### config.mk
export PLATFORM = sky130hd
export DESIGN_NAME = multicycle_ctrl
export DESIGN_NICKNAME = d
export VERILOG_FILES = /design/src/rtl/ctrl_pkg.sv /design/src/rtl/wait_timer.sv /design/src/rtl/multicycle_ctrl.sv
export SDC_FILE = /design/constraint.sdc
export NUM_CORES = 1
export LEC_CHECK = 0
export ABC_AREA = 1
export CORE_ASPECT_RATIO = 1.2
export CORE_MARGIN = 2
export CORE_UTILIZATION = 46
export CTS_BUF_LIST = sky130_fd_sc_hd__clkbuf_8
export CTS_CLUSTER_DIAMETER = 80
export DETAILED_ROUTE_END_ITERATION = 16
export PLACE_DENSITY_LB_ADDON = 0.08
export SLEW_MARGIN = 20
export SYNTH_ARGS = -nofsm -noshare
export SYNTH_HDL_FRONTEND = slang
export SYNTH_SLANG_ARGS = --single-unit
### constraint.sdc
create_clock -name sysclk -period 3.7 [get_ports sysclk]
set_input_delay 0.74 -clock sysclk [delete_from_list [all_inputs] [get_ports sysclk]]
set_output_delay 0.74 -clock sysclk [all_outputs]
set_load 0.02 [all_outputs]
### src/rtl/ctrl_pkg.sv
`default_nettype none
// ============================================================================
//  Module   : ctrl_pkg
//  Purpose  : Shared state encoding, wait-timer width and opcode classes for
//             the multi-cycle RV32I controller and decoder.
//  Revision : 1.0 - initial release
// ============================================================================
package ctrl_pkg;

   localparam int WAIT_W = 8;

   // HALT and FAULT share encoding 7; a separate flag tells them apart.
   typedef enum logic [2:0] {
      S_IDLE   = 3'd0,
      S_FETCH  = 3'd1,
      S_DECODE = 3'd2,
      S_EXEC   = 3'd3,
      S_MEM_RD = 3'd4,
      S_MEM_WR = 3'd5,
      S_WB     = 3'd6,
      S_STOP   = 3'd7
   } state_t;

   typedef enum logic [6:0] {
      OPC_LOAD   = 7'b0000011,
      OPC_OPIMM  = 7'b0010011,
      OPC_AUIPC  = 7'b0010111,
      OPC_STORE  = 7'b0100011,
      OPC_OP     = 7'b0110011,
      OPC_LUI    = 7'b0110111,
      OPC_BRANCH = 7'b1100011,
      OPC_JALR   = 7'b1100111,
      OPC_JAL    = 7'b1101111,
      OPC_SYSTEM = 7'b1110011
   } opclass_t;

   function automatic logic is_wait_state(input state_t s);
      return (s == S_FETCH) || (s == S_MEM_RD) || (s == S_MEM_WR);
   endfunction

endpackage
`default_nettype wire

### src/rtl/wait_timer.sv
`default_nettype none
// ============================================================================
//  Module   : wait_timer
//  Purpose  : Counts un-ready memory cycles; flags the cycle whose increment
//             reaches the limit.
//  Revision : 1.0 - initial release
// ============================================================================
module wait_timer
   import ctrl_pkg::*;
(
   input  logic              sysclk,
   input  logic              reset,
   input  logic              clear,
   input  logic              enable,
   input  logic [WAIT_W-1:0] limit,
   output logic [WAIT_W-1:0] count,
   output logic              expired
);

   logic [WAIT_W-1:0] r_count;
   logic [WAIT_W-1:0] w_count_inc;

   assign w_count_inc = r_count + WAIT_W'(1);

   always_ff @(posedge sysclk) begin
      if (reset || clear) begin
         r_count <= '0;
      end else if (enable) begin
         r_count <= w_count_inc;
      end
   end

   assign count   = r_count;
   assign expired = enable && (w_count_inc >= limit);

endmodule
`default_nettype wire

### src/rtl/multicycle_ctrl.sv
`default_nettype none
// ============================================================================
//  Module   : multicycle_ctrl
//  Purpose  : Multi-cycle RV32I sequencing FSM with ready handshakes, timeout
//             fault and halt. Optional perf counters: MULTICYCLE_CTRL_PERF_EN.
//  Revision : 1.0 - initial release
// ============================================================================
module multicycle_ctrl
   import ctrl_pkg::*;
#(
   parameter int unsigned  WAIT_MAX = 16,
   parameter logic [31:0]  RESET_PC = 32'h0000_0000
)(
   input  logic        sysclk,
   input  logic        reset,
   input  logic        run,
   input  logic        is_load,
   input  logic        is_store,
   input  logic        is_halt,
   input  logic        dec_reg_we,
   input  logic        imem_ready,
   input  logic        dmem_ready,
   output logic        imem_re,
   output logic        ir_we,
   output logic        alu_we,
   output logic        dmem_re,
   output logic        dmem_we,
   output logic        rf_we,
   output logic        pc_we,
   output logic [31:0] pc_init,
   output logic        retire,
   output logic        halted,
   output logic        fault,
   output logic [2:0]  state
`ifdef MULTICYCLE_CTRL_PERF_EN
   ,
   output logic [31:0] cycle_cnt,
   output logic [31:0] instret_cnt
`endif
);

   localparam logic [WAIT_W-1:0] c_wait_limit = WAIT_W'(WAIT_MAX);

   state_t            r_state;
   state_t            w_state_next;
   logic              r_fault;
   logic              w_enter_fault;
   logic              w_ready;
   logic              w_wait_en;
   logic              w_wait_expired;
   logic [WAIT_W-1:0] w_unused_wait_count;

   logic w_imem_re, w_ir_we, w_alu_we, w_dmem_re, w_dmem_we;
   logic w_rf_we, w_pc_we, w_retire;

   assign w_ready   = (r_state == S_FETCH) ? imem_ready : dmem_ready;
   assign w_wait_en = is_wait_state(r_state) && !w_ready;

   wait_timer u_wait_timer (
      .sysclk  (sysclk),
      .reset   (reset),
      .clear   (w_state_next != r_state),
      .enable  (w_wait_en),
      .limit   (c_wait_limit),
      .count   (w_unused_wait_count),
      .expired (w_wait_expired)
   );

   always_ff @(posedge sysclk) begin
      if (reset) begin
         r_state <= S_IDLE;
         r_fault <= 1'b0;
      end else begin
         r_state <= w_state_next;
         if (r_state != S_STOP) begin
            r_fault <= w_enter_fault;
         end
      end
   end

   always_comb begin
      w_state_next  = r_state;
      w_enter_fault = 1'b0;
      w_imem_re     = 1'b0;
      w_ir_we       = 1'b0;
      w_alu_we      = 1'b0;
      w_dmem_re     = 1'b0;
      w_dmem_we     = 1'b0;
      w_rf_we       = 1'b0;
      w_pc_we       = 1'b0;
      w_retire      = 1'b0;
      case (r_state)
         S_IDLE: begin
            if (run) w_state_next = S_FETCH;
         end
         S_FETCH: begin
            w_imem_re = 1'b1;
            if (imem_ready) begin
               w_ir_we      = 1'b1;
               w_state_next = S_DECODE;
            end else if (w_wait_expired) begin
               w_state_next  = S_STOP;
               w_enter_fault = 1'b1;
            end
         end
         S_DECODE: begin
            if (is_halt) begin
               w_state_next = S_STOP;
            end else if (is_load && is_store) begin
               w_state_next  = S_STOP;
               w_enter_fault = 1'b1;
            end else begin
               w_state_next = S_EXEC;
            end
         end
         S_EXEC: begin
            w_alu_we = 1'b1;
            if (is_load)       w_state_next = S_MEM_RD;
            else if (is_store) w_state_next = S_MEM_WR;
            else               w_state_next = S_WB;
         end
         S_MEM_RD: begin
            w_dmem_re = 1'b1;
            if (dmem_ready) begin
               w_state_next = S_WB;
            end else if (w_wait_expired) begin
               w_state_next  = S_STOP;
               w_enter_fault = 1'b1;
            end
         end
         S_MEM_WR: begin
            w_dmem_we = 1'b1;
            if (dmem_ready) begin
               w_pc_we      = 1'b1;
               w_retire     = 1'b1;
               w_state_next = run ? S_FETCH : S_IDLE;
            end else if (w_wait_expired) begin
               w_state_next  = S_STOP;
               w_enter_fault = 1'b1;
            end
         end
         S_WB: begin
            w_rf_we      = dec_reg_we;
            w_pc_we      = 1'b1;
            w_retire     = 1'b1;
            w_state_next = run ? S_FETCH : S_IDLE;
         end
         S_STOP: begin
            w_state_next = S_STOP;
         end
         default: begin
            w_state_next = S_IDLE;
         end
      endcase
   end

   // Outputs are forced quiet while reset is held, even mid-instruction.
   assign imem_re = w_imem_re & ~reset;
   assign ir_we   = w_ir_we   & ~reset;
   assign alu_we  = w_alu_we  & ~reset;
   assign dmem_re = w_dmem_re & ~reset;
   assign dmem_we = w_dmem_we & ~reset;
   assign rf_we   = w_rf_we   & ~reset;
   assign pc_we   = w_pc_we   & ~reset;
   assign retire  = w_retire  & ~reset;
   assign halted  = (r_state == S_STOP) && !r_fault && !reset;
   assign fault   = (r_state == S_STOP) &&  r_fault && !reset;
   assign state   = reset ? 3'd0 : r_state;
   assign pc_init = RESET_PC;

`ifdef MULTICYCLE_CTRL_PERF_EN
   logic [31:0] r_cycle_cnt;
   logic [31:0] r_instret_cnt;

   always_ff @(posedge sysclk) begin
      if (reset) begin
         r_cycle_cnt   <= '0;
         r_instret_cnt <= '0;
      end else begin
         if ((r_state != S_IDLE) && (r_state != S_STOP)) begin
            r_cycle_cnt <= r_cycle_cnt + 32'd1;
         end
         if (w_retire) begin
            r_instret_cnt <= r_instret_cnt + 32'd1;
         end
      end
   end

   assign cycle_cnt   = r_cycle_cnt;
   assign instret_cnt = r_instret_cnt;
`endif

endmodule
`default_nettype wire

# After elaboration in Yosys (flattened, before gate mapping)
# Index checks and enable logic that the tools add are counted.
[totals]
register_bits = 12
latchBits = 0
mem_bits_rw = 0
rom_bits = 0
input_bits = 9
output_inout_bits = 45
memories = 0
[op_classes]
add_sub_neg = 1
multipliers = 0
n_div = 0
order_cmp = 1
eq_ne = 9
n_shift = 0
n_mux = 28
bitwise = 8
reduce_logical = 15
[ops]
columns = ["op", "n"]
rows = [
  ["$mux 3", 8],
  ["$pmux 3 s8", 1],
  ["$mux 1", 15],
  ["$eq 3x3->1 const B", 4],
  ["$add 8x1->8 const B", 1],
  ["$ge 8x5->1 const B", 1],
  ["$and 1x1->1", 7],
  ["$logic_and 1x1->1", 7],
  ["$eq 3x2->1 const B", 2],
  ["$mux 2", 2],
  ["$eq 3x1->1 const B", 1],
  ["$logic_not 1->1", 3],
  ["$logic_not 3->1", 1],
  ["$logic_or 1x1->1", 3],
  ["$ne 3x3->1", 1],
  ["$ne 3x3->1 const B", 1],
  ["$pmux 1 s3", 1],
  ["$pmux 1 s2", 1],
  ["$reduce_or 2->1", 1],
  ["$not 1->1", 1],
]

# Logic depth before layout (Yosys ltp)
# Gate-level depths: netlist of the first run.
[logic_depth]
ltp_word = 10
mapped_depth = 14
ltp_nobuf = 14

# Hierarchy
# From an unflattened synthesis of the first run, not the netlist that was laid out.
[hier_totals]
hier_cells = 221
area_unflattened_um2 = 1371.3
[modules_own_cells]
columns = ["mod", "n_inst", "cells_each", "area_each_um2"]
rows = [
  ["multicycle_ctrl", 1, 123, 735.7],
  ["wait_timer", 1, 98, 635.6],
]

# Worst setup path after synthesis of the first run
# No wires, ideal clock.
[synth_path]
kind = "input to output"
startpoint = "input reset"
endpoint = "output halted"
arrival_time_ns = 1.696
path_slack_ns = 1.264
path_stages = 3
path_cell_list = "nor2_1 inv_1 nor3_1"
[synth_via]
elab_chain_cells = 2
[synth_rtl]
columns = ["element", "line_no", "text"]
rows = [
  ["start: declaration", "multicycle_ctrl.sv:15", "input logic reset,"],
  ["$logic_not 1->1", "multicycle_ctrl.sv:166", "assign halted = (r_state == S_STOP) && !r_fault && !reset;"],
  ["$logic_and 1x1->1", "multicycle_ctrl.sv:166", ""],
  ["end: declaration", "multicycle_ctrl.sv:32", "output logic halted,"],
]
# No other way between the ends.

# Worst setup path in the final report of the first run
[layout_path]
startpoint = "input dmem_ready"
endpoint = "output pc_we"
[layout_via]
elab_chain_cells = 3
[layout_rtl]
columns = ["element", "line_no", "text"]
rows = [
  ["start: declaration", "multicycle_ctrl.sv:22", "input logic dmem_ready,"],
  ["$mux 1", "multicycle_ctrl.sv:133", "if (dmem_ready) begin"],
  ["$pmux 1 s2", "multicycle_ctrl.sv:92", "case (r_state)"],
  ["$and 1x1->1", "multicycle_ctrl.sv:164", "assign pc_we = w_pc_we & ~reset;"],
  ["end: declaration", "multicycle_ctrl.sv:29", "output logic pc_we,"],
]
# No other way between the ends.

==> results of run 1 <==
-- sequential cells by signal (all words and copies together) (netlist names) --
name	count
u_wait_timer.count	8
r_state	3
r_fault	1
-- per-stage QoR --
stage	power (mW)	utilization (%)	instances
after global routing	0.749	54.3	237
final	0.681	54.3	237
after CTS	0.689	54.3	237
after detailed placement	0.568	52.6	234
after global placement	0.566	52.6	234
after floorplan	0.503	-	213
-- cell families (layout without fill, tap and decap cells) --
kind of cell / after synthesis / after routing
xor gates and xnor gates: 4 / 4
AOI/OAI and AO/OA: 17 / 17
other: 1 / 32
adders and majority gates: 1 / 1
and+or+nand+nor: 85 / 85
buffers and inverters: 60 / 51
DFF: 12 / 12
muxes: 2 / 2
-- layer usage --
| layer | vias up | wire, µm | global-route usage (%) |
|---|---|---|---|
| met5 | - | 0 | 0 |
| met4 | 0 | 60 | 10.7 |
| met3 | 5 | 85 | 2.78 |
| met2 | 24 | 1260 | 32.0 |
| met1 | 469 | 918 | 17.9 |
| li1 | 538 | - | - |
-- how the worst min path moves through the flow --
stage | end | slack, ns | depth (start not counted)
2_1_floorplan | r_fault$_SDFFE_PP0P_ | 0.51 | 2
3_3_place_gp | r_fault$_SDFFE_PP0P_ | 0.53 | 2
3_5_place_dp | r_fault$_SDFFE_PP0P_ | 0.53 | 2
4_1_cts | r_fault$_SDFFE_PP0P_ | 0.54 | 2
5_1_grt | r_fault$_SDFFE_PP0P_ | 0.58 | 2
6_report | r_fault$_SDFFE_PP0P_ | 0.54 | 2
-- layout by cell type, fill, tap and decap left out, types with 4 or more instances in the layout --
cell              n
a21oi_1           5
clkdlybuf4s50_1  21
conb_1           32
dfxtp_1          12
inv_1            22
inv_2             4
nand2_1          29
nand2_2           5
nand3_1           9
nor2_1           21
nor2_2           11
o21ai_0           5
o21ai_1           4
-- report_power, final --
group	internal [mW]	switching, mW
logic	0.125	0.259
registers	0.151	0.0293
clock network	0.0715	0.0453
-- critical path, stage by stage --
cell	delay, ns
clkdlybuf4s50_1	0.55
inv_1	0.07
o22ai_1	0.17
inv_1	0.06
nor2_1	0.13
clkdlybuf4s50_1	0.63
-- final cells by class --
cell class	count	area (µm²)	share of cell area [%]
multi-input cells	141	707	52.6
flip-flops and latches	12	240	17.9
repair buffers	22	218	16.2
inverters	26	97.6	7.26
clock buffers	3	41.3	3.07
well taps	33	41.3	3.07
==> impl_results.md, run 1 <==
- Startpoint Class: input pin
- Drt pass-1 iters: 4
- Finish-stage setup viols: 0
- RR Startpoint: u_wait_timer.count[1]$_SDFFE_PP0P_
- Core box area: roughly 0.0025 mm²
- Vias per inst: approximately 4.4
- PortBufs: 21
- Post-synth top cells: 33 x buf_4, 29 x nand2_1, 22 x inv_1, 21 x nor2_1, 12 x dfxtp_1
- Cell taking the most area after synthesis: buf_4
- Grt ovf: 0
- Antenna Cells: 0
- Hold_sp: r_fault$_SDFFE_PP0P_
- Post-Route WL: roughly 2300 µm
- Largest net degree at the start of global routing: 13
- Clk pin slew, worst setup/hold paths: 0.05 ns
- Synth Area in Compound Gates: between 8 and 9%
- CTS tree: built
- Final HPWL DP: ~1900 µm
- Total negative setup slack: 0 ns
- Count of distinct cell types in the synthesized netlist: 27
- Pre-CTS worst setup slack: around 0.6 ns
- Final hold vios: 0
- Die area: between 0.002 and 0.003 mm²
- Pwr/cell area: 506 mW/mm²
- Worst Setup End Kind: primary output
- Synth top area share: between 20% and 30%
- Fillers: about 270
- Die height: ~59 µm
- Seq/Total Area, Yosys: 20.4%
- Vias in the first global route: between 900 and 1000
- ANT nets after route: 0
- Highest Clock Rate: approximately 320 MHz
- Post_cts resized: 0
- Max VDD drop: 0.269 mV
- Num CTS Buffers: 3
- Post-CTS setup repair buffer count: 0
- CTS sink cnt: 12
- Synth-to-layout area growth: 14.0%
- Reg2reg end: u_wait_timer.count[0]$_SDFFE_PP0P_
- Dominant synthesized flop cell: dfxtp_1
- Maximum Capacitance Violations: 0
- Leak pwr: slightly above 0.6 nW
- Share of layout cells above drive strength 1: 15.2%
- Finished layout cell area: around 0.0013 mm²
- Mapped cell area: 0.00118 mm²
- Seq cells post-synth: 12
- Root buffer cell: clkbuf_8
- Post-route clock period utilization: between 80% and 90%
- Post-Synth XOR/XNOR Area: between 2 and 3%
- Slew Limit Fails: 0
- Setup crit end: pc_we
- Initial Util: 47.6%
- Crit path time final: a little over 3 ns
- Placed Area: 0.00130 mm²
- Initial antenna violation count: 0
- FF-to-FF path depth: 13
- GRT Util Overall: 17.2%
- FFs w/ async S/R, synth: 0%
- Yosys warnings: 0
- Largest family of logic cells by synthesized area: simple AND/OR/NAND/NOR gates
- Row Count: 20
- Status: completed
- Layout Skew: approximately 0.00085 ns
- Via Count: between 1000 and 1500
- Initial DRC count: 22
- Number of remaining DRC errors: 0
- Multiplexer share of the synthesized area: under 10%
- WS Path Type: in2out
- CTS max path bufs: 2
- Worst endpoint required time: between 2 and 3 ns
- Unrepaired setup endpoints after global routing: false
- CTS Hold Bufs: 0
- Crit path from: dmem_ready
- Routed WL per cell: 9.81 µm
- Synth area leaders: buf_4 21%, dfxtp_1 20%, nand2_1 9.2%
- Io pins: 54
- Adder-Cell Fraction of Synth Area: ~1.1%
- Hold Crit Class: reg2reg
- Reg2reg setup slack: 1.81 ns
- Worst Slack Setup Final: 0.594 ns
- Hold_ws: 0.539 ns
- First-pass GRT wire length: roughly 3900 µm
- DIE WIDTH: between 50 and 60 µm
- Post-synth EDFFs: 0
- Placer Congestion: 0.853
- H-tree Lvls: 1
- Clock latency on the worst-skew pair: between 0.2 and 0.25 ns
- Post-Syn Area per Cell: between 6 and 7 µm²
- Post-synthesis simple-gate area fraction: between 30% and 40%
- WP data arrival: about 2.4 ns
- Cells after Synth: between 150 and 200
- Final net count: ~220
- Most frequent cell after synthesis: buf_4
- Worst-path fanout max: 3
Note: power is estimated with default switching activity, not from simulation.
==> run 2, diff against run 1 <==
CORE_UTILIZATION = 43   (was 46)
clock period = 3.2 ns   (was 3.7 ns; I/O delays follow)
==> run 2 against run 1 <==
Total power grew 21%. Clock skew grew 0.0053 ns. Non-clock buffer count is the same. Setup slack lost 0.27 ns. Critical endpoint unchanged. Via count grew 0.19%. Critical path depth is the same. Clock-buffer cell count grew 1. Die area grew 6.5%. Core utilization shrank 1.6 points.
==> impl_results.md, run 2 (same netlist as run 1, synthesis figures left out) <==
- Gate power share: around 54%
- Status: completed
- Share of layout cells above drive strength 1: roughly 16%
- Via Count: roughly 1000
- Final HPWL DP: around 1900 µm
- Crit path time final: 2.88 ns
- Initial DRC count: 19
- Highest Clock Rate: 347 MHz
- Non-Filler Instances: about 240
- Final Power: 821 µW
- Worst endpoint required time: around 2.6 ns
- Dpl cells: 234
- CTS max path bufs: 2
- Pre-CTS worst setup slack: 0.339 ns
- Final hold vios: 0
- Reg2reg setup slack: approximately 1.3 ns
- DIE WIDTH: ~52 µm
- GRT Util Overall: ~16%
- Crit path from: dmem_ready
- Most frequent cells in the layout: 32 x conb_1, 29 x nand2_1, 22 x inv_1, 21 x nor2_1, 21 x clkdlybuf4s50_1
- Reg2reg end: u_wait_timer.count[7]$_SDFFE_PP0P_
- Root buffer cell: clkbuf_8
- H-tree Lvls: 1
- Pwr/cell area: approximately 600 mW/mm²
- First-pass GRT wire length: approximately 3900 µm
- Post-layout util: 52.7%
- Startpoint Class: input pin
- WHS Endpoint: r_fault$_SDFFE_PP0P_
- Num CTS Buffers: 3
- Worst Slack Setup Final: 0.322 ns
- Vias in the first global route: between 900 and 1000
- Reg power frac: between 20 and 30%
- Max VDD drop: about 0.38 mV
- Post-CTS setup repair buffer count: 0
- CTS sink cnt: 12
- Int Power: around 430 µW
- Worst-path fanout max: 3
- Placer Congestion: just under 0.9
- Antenna Cells: 0
- Hold_ws: roughly 0.55 ns
- Unrepaired setup endpoints after global routing: false
- Maximum Capacitance Violations: 0
- Number of remaining DRC errors: 0
- Commonest non-fill, non-tap cell in the layout: conb_1
- Leak pwr: 0.610 nW
- Total negative setup slack: 0 ns
- Drt pass-1 iters: 4
- Initial Util: 45.8%
- PortBufs: 21
- Hold Crit Class: reg2reg
- CTS tree: built
- Worst Setup End Kind: primary output
- Post-route clock period utilization: 89.9%
- Initial antenna violation count: 0
- Hold path depth: 2
- Layout Skew: 0.00620 ns
- ANT nets after route: 0
- Io pins: between 50 and 60
- Finish-stage setup viols: 0
- Switching power: around 390 µW
- Largest net degree at the start of global routing: 13
- WP data arrival: about 2.2 ns
- Vias per inst: around 4.4
- Synth-to-layout area growth: 15.2%
- Post_cts resized: 0
- CTS Hold Bufs: 0
- Row Count: 20
- Routed WL per cell: around 10 µm
- Placed Area: 0.00130 mm²
- RR Startpoint: u_wait_timer.count[1]$_SDFFE_PP0P_
- Slew Limit Fails: 0
- Fillers: approximately 270
- Core box area: 0.00258 mm²
- WS Path Type: in2out
- Clock Power Share: between 20% and 30%
- Finished layout cell area: roughly 0.0014 mm²
- FF-to-FF path depth: 13
- Die area: 0.00318 mm²
- Hold_sp: r_fault$_SDFFE_PP0P_
- Final net count: 216
- Die height: between 60 and 70 µm
- Max FFs per register: 8
- Grt ovf: 0
- Sw frac: between 40% and 50%
- Clock latency on the worst-skew pair: 0.24 ns
- Clk pin slew, worst setup/hold paths: ~0.060 ns
- Post-Route WL: between 2000 and 2500 µm
## run 2: routing by layer
layer	GRT usage (%)	routed length, µm	part of all wire (%)
met1	16.0	886	38
met4	6.39	34	1.5
met3	5.34	131	5.6
met5	0	0	0
met2	30.9	1270	55
## run 2: how the worst max path moves through the flow
stage,endpoint,slack (ns),cells past startpoint
final,pc_we,0.32,6
after global routing,retire,0.28,6
after CTS,pc_we,0.32,6
after detailed placement,pc_we,0.34,6
after global placement,retire,0.36,6
after floorplan,halted,0.96,3
## run 2: layout make-up
type	count	area, µm²	area share, %
clock buffer	4	55.1	4.05
inverter	26	97.6	7.18
multi-input combinational	141	707	52.0
sequential	12	240	17.7
tap	33	41.3	3.04
timing repair buffer	22	218	16.0
## run 2: power groups by stage
stage | combinational (mW) | clock, mW | sequential, mW
floorplan | 0.380 | 0 | 0.202
global placement | 0.446 | 0 | 0.211
detailed placement | 0.447 | 0 | 0.212
CTS | 0.450 | 0.171 | 0.209
global route | 0.505 | 0.179 | 0.211
finish | 0.446 | 0.166 | 0.209
## run 2: worst max-delay path, stage by stage
cell	delay (ns)
clkdlybuf4s50_1	0.55
inv_1	0.08
o22ai_1	0.17
inv_1	0.06
nor2_1	0.11
clkdlybuf4s50_1	0.62
==> run 3, diff against run 2 <==
CORE_MARGIN = 4   (was 2)
CTS_CLUSTER_SIZE = 12   (was unset)
==> run 3 against run 2 <==
Sequential share of layout area up 0.18 points. Final area down 1.0%. Via count down 1.5%. Die area up 15%. Combinational power about the same. Global-route usage down 2.3 points. Maximum frequency up 0.12%. Routed wire length up 7.6%. First-iteration DRC count down 21%. Critical path type unchanged.
==> impl_results.md, run 3 (same netlist as run 1, synthesis figures left out) <==
- Status: completed
- Vias in the first global route: 985
- Non-Filler Instances: between 200 and 250
- Initial DRC count: 15
- Finished layout cell area: approximately 0.0013 mm²
- Crit path time final: 2.87 ns
- Max VDD drop: between 0.3 and 0.4 mV
- Post-route clock period utilization: around 90%
- Final net count: roughly 220
- Fillers: about 270
- Layout Skew: approximately 0.0011 ns
- Clk pin slew, worst setup/hold paths: about 0.050 ns
- WP data arrival: between 2 and 2.5 ns
- Final hold vios: 0
- Maximum Capacitance Violations: 0
- Startpoint Class: input pin
- Num CTS Buffers: 3
- Initial Util: 45.8%
- Leak pwr: 0.603 nW
- Root buffer cell: clkbuf_8
- Placed Area: about 0.0013 mm²
- Clock latency on the worst-skew pair: between 0.2 and 0.25 ns
- Share of layout cells above drive strength 1: between 15 and 20%
- CTS Hold Bufs: 0
- Antenna Cells: 0
- H-tree Lvls: 1
- Io pins: between 50 and 60
- Hold Crit Class: reg2reg
- Largest net degree at the start of global routing: 13
- Routed WL per cell: roughly 11 µm
- Final HPWL DP: ~2100 µm
- Post-Route WL: about 2500 µm
- Worst-path fanout max: 3
- ANT nets after route: 0
- Row Count: 20
- Slew Limit Fails: 0
- Worst endpoint required time: roughly 2.6 ns
- Synth-to-layout area growth: 14.0%
- Dpl cells: about 230
- Core box area: around 0.0026 mm²
- Pwr/cell area: ~590 mW/mm²
- Initial antenna violation count: 0
- CTS sink cnt: 12
- Die height: around 65 µm
- Number of remaining DRC errors: 0
- Most frequent cells in the layout: 32 x conb_1, 29 x nand2_1, 22 x inv_1, 21 x nor2_1, 21 x clkdlybuf4s50_1
- Highest Clock Rate: roughly 350 MHz
- WS Path Type: in2out
- Drt pass-1 iters: 6
- GRT Util Overall: between 10% and 20%
- Total negative setup slack: 0 ns
- CTS tree: built
- Post-CTS setup repair buffer count: 0
- Grt ovf: 0
- Die area: 0.00365 mm²
- Via Count: 1022
- DIE WIDTH: roughly 56 µm
- CTS max path bufs: 2
- Unrepaired setup endpoints after global routing: false
- Finish-stage setup viols: 0
- Commonest non-fill, non-tap cell in the layout: conb_1
- First-pass GRT wire length: ~4000 µm
- Worst Setup End Kind: primary output
- Placer Congestion: between 0.8 and 0.9
- Max FFs per register: 8
- Post_cts resized: 0
- Vias per inst: about 4.3
- PortBufs: 21
[run 3: changes by cell type in the layout (fill, tap and decap cells not counted), sizes merged]
cell / change
clkbuf: -1
[run 3: worst paths after layout]
| path | depth (start not counted) | end | slack (ns) | startpoint |
|---|---|---|---|---|
| setup reg to reg | 13 | u_wait_timer.count[0]$_SDFFE_PP0P_ | 1.28 | u_wait_timer.count[1]$_SDFFE_PP0P_ |
| hold reg to reg | 2 | r_fault$_SDFFE_PP0P_ | 0.53 | r_fault$_SDFFE_PP0P_ |
| setup / recovery | 6 | retire | 0.33 | dmem_ready |
| hold / removal | 2 | r_fault$_SDFFE_PP0P_ | 0.53 | r_fault$_SDFFE_PP0P_ |
[run 3: layer usage]
layer / vias to the layer above / part of all wire [%] / track usage, % / wire [µm]
met1: 450 / 38 / 14.0 / 951
met2: 28 / 55 / 26.9 / 1380
li1: 542 / - / - / -
met4: 0 / 0.88 / 5.93 / 22
met3: 2 / 5.8 / 3.34 / 145
met5: - / 0 / 0 / 0
[run 3: metrics by stage]
stage                     hold slack (ns)  worst slack [ns]  util, %  power [mW]
after global routing                0.567             0.209     52.2       0.861
after CTS                           0.540             0.303     52.2       0.800
after global placement              0.535             0.357     50.6       0.652
after detailed placement            0.529             0.306     50.6       0.660
final                               0.534             0.326     52.2       0.789
after floorplan                     0.505             0.964        -       0.582
[run 3: final cells by class]
| class | count | area, µm² | share of cell area, % |
|---|---|---|---|
| Clock buffer | 3 | 41.3 | 3.07 |
| Inverter | 26 | 97.6 | 7.26 |
| Multi-Input combinational cell | 141 | 707 | 52.6 |
| Sequential cell | 12 | 240 | 17.9 |
| Tap cell | 33 | 41.3 | 3.07 |
| Timing Repair Buffer | 22 | 218 | 16.2 |
[run 3: power by group]
group | internal [mW] | leakage [nW] | switching, mW
Sequential | 0.175 | 0.0972 | 0.0337
Clock | 0.0825 | 0.0216 | 0.0503
Combinational | 0.144 | 0.485 | 0.303
[run 3: worst max-delay path: stages]
cell	delay, ns
clkdlybuf4s50_1	0.55
inv_1	0.08
o22ai_1	0.16
inv_1	0.06
nor2_1	0.12
clkdlybuf4s50_1	0.62
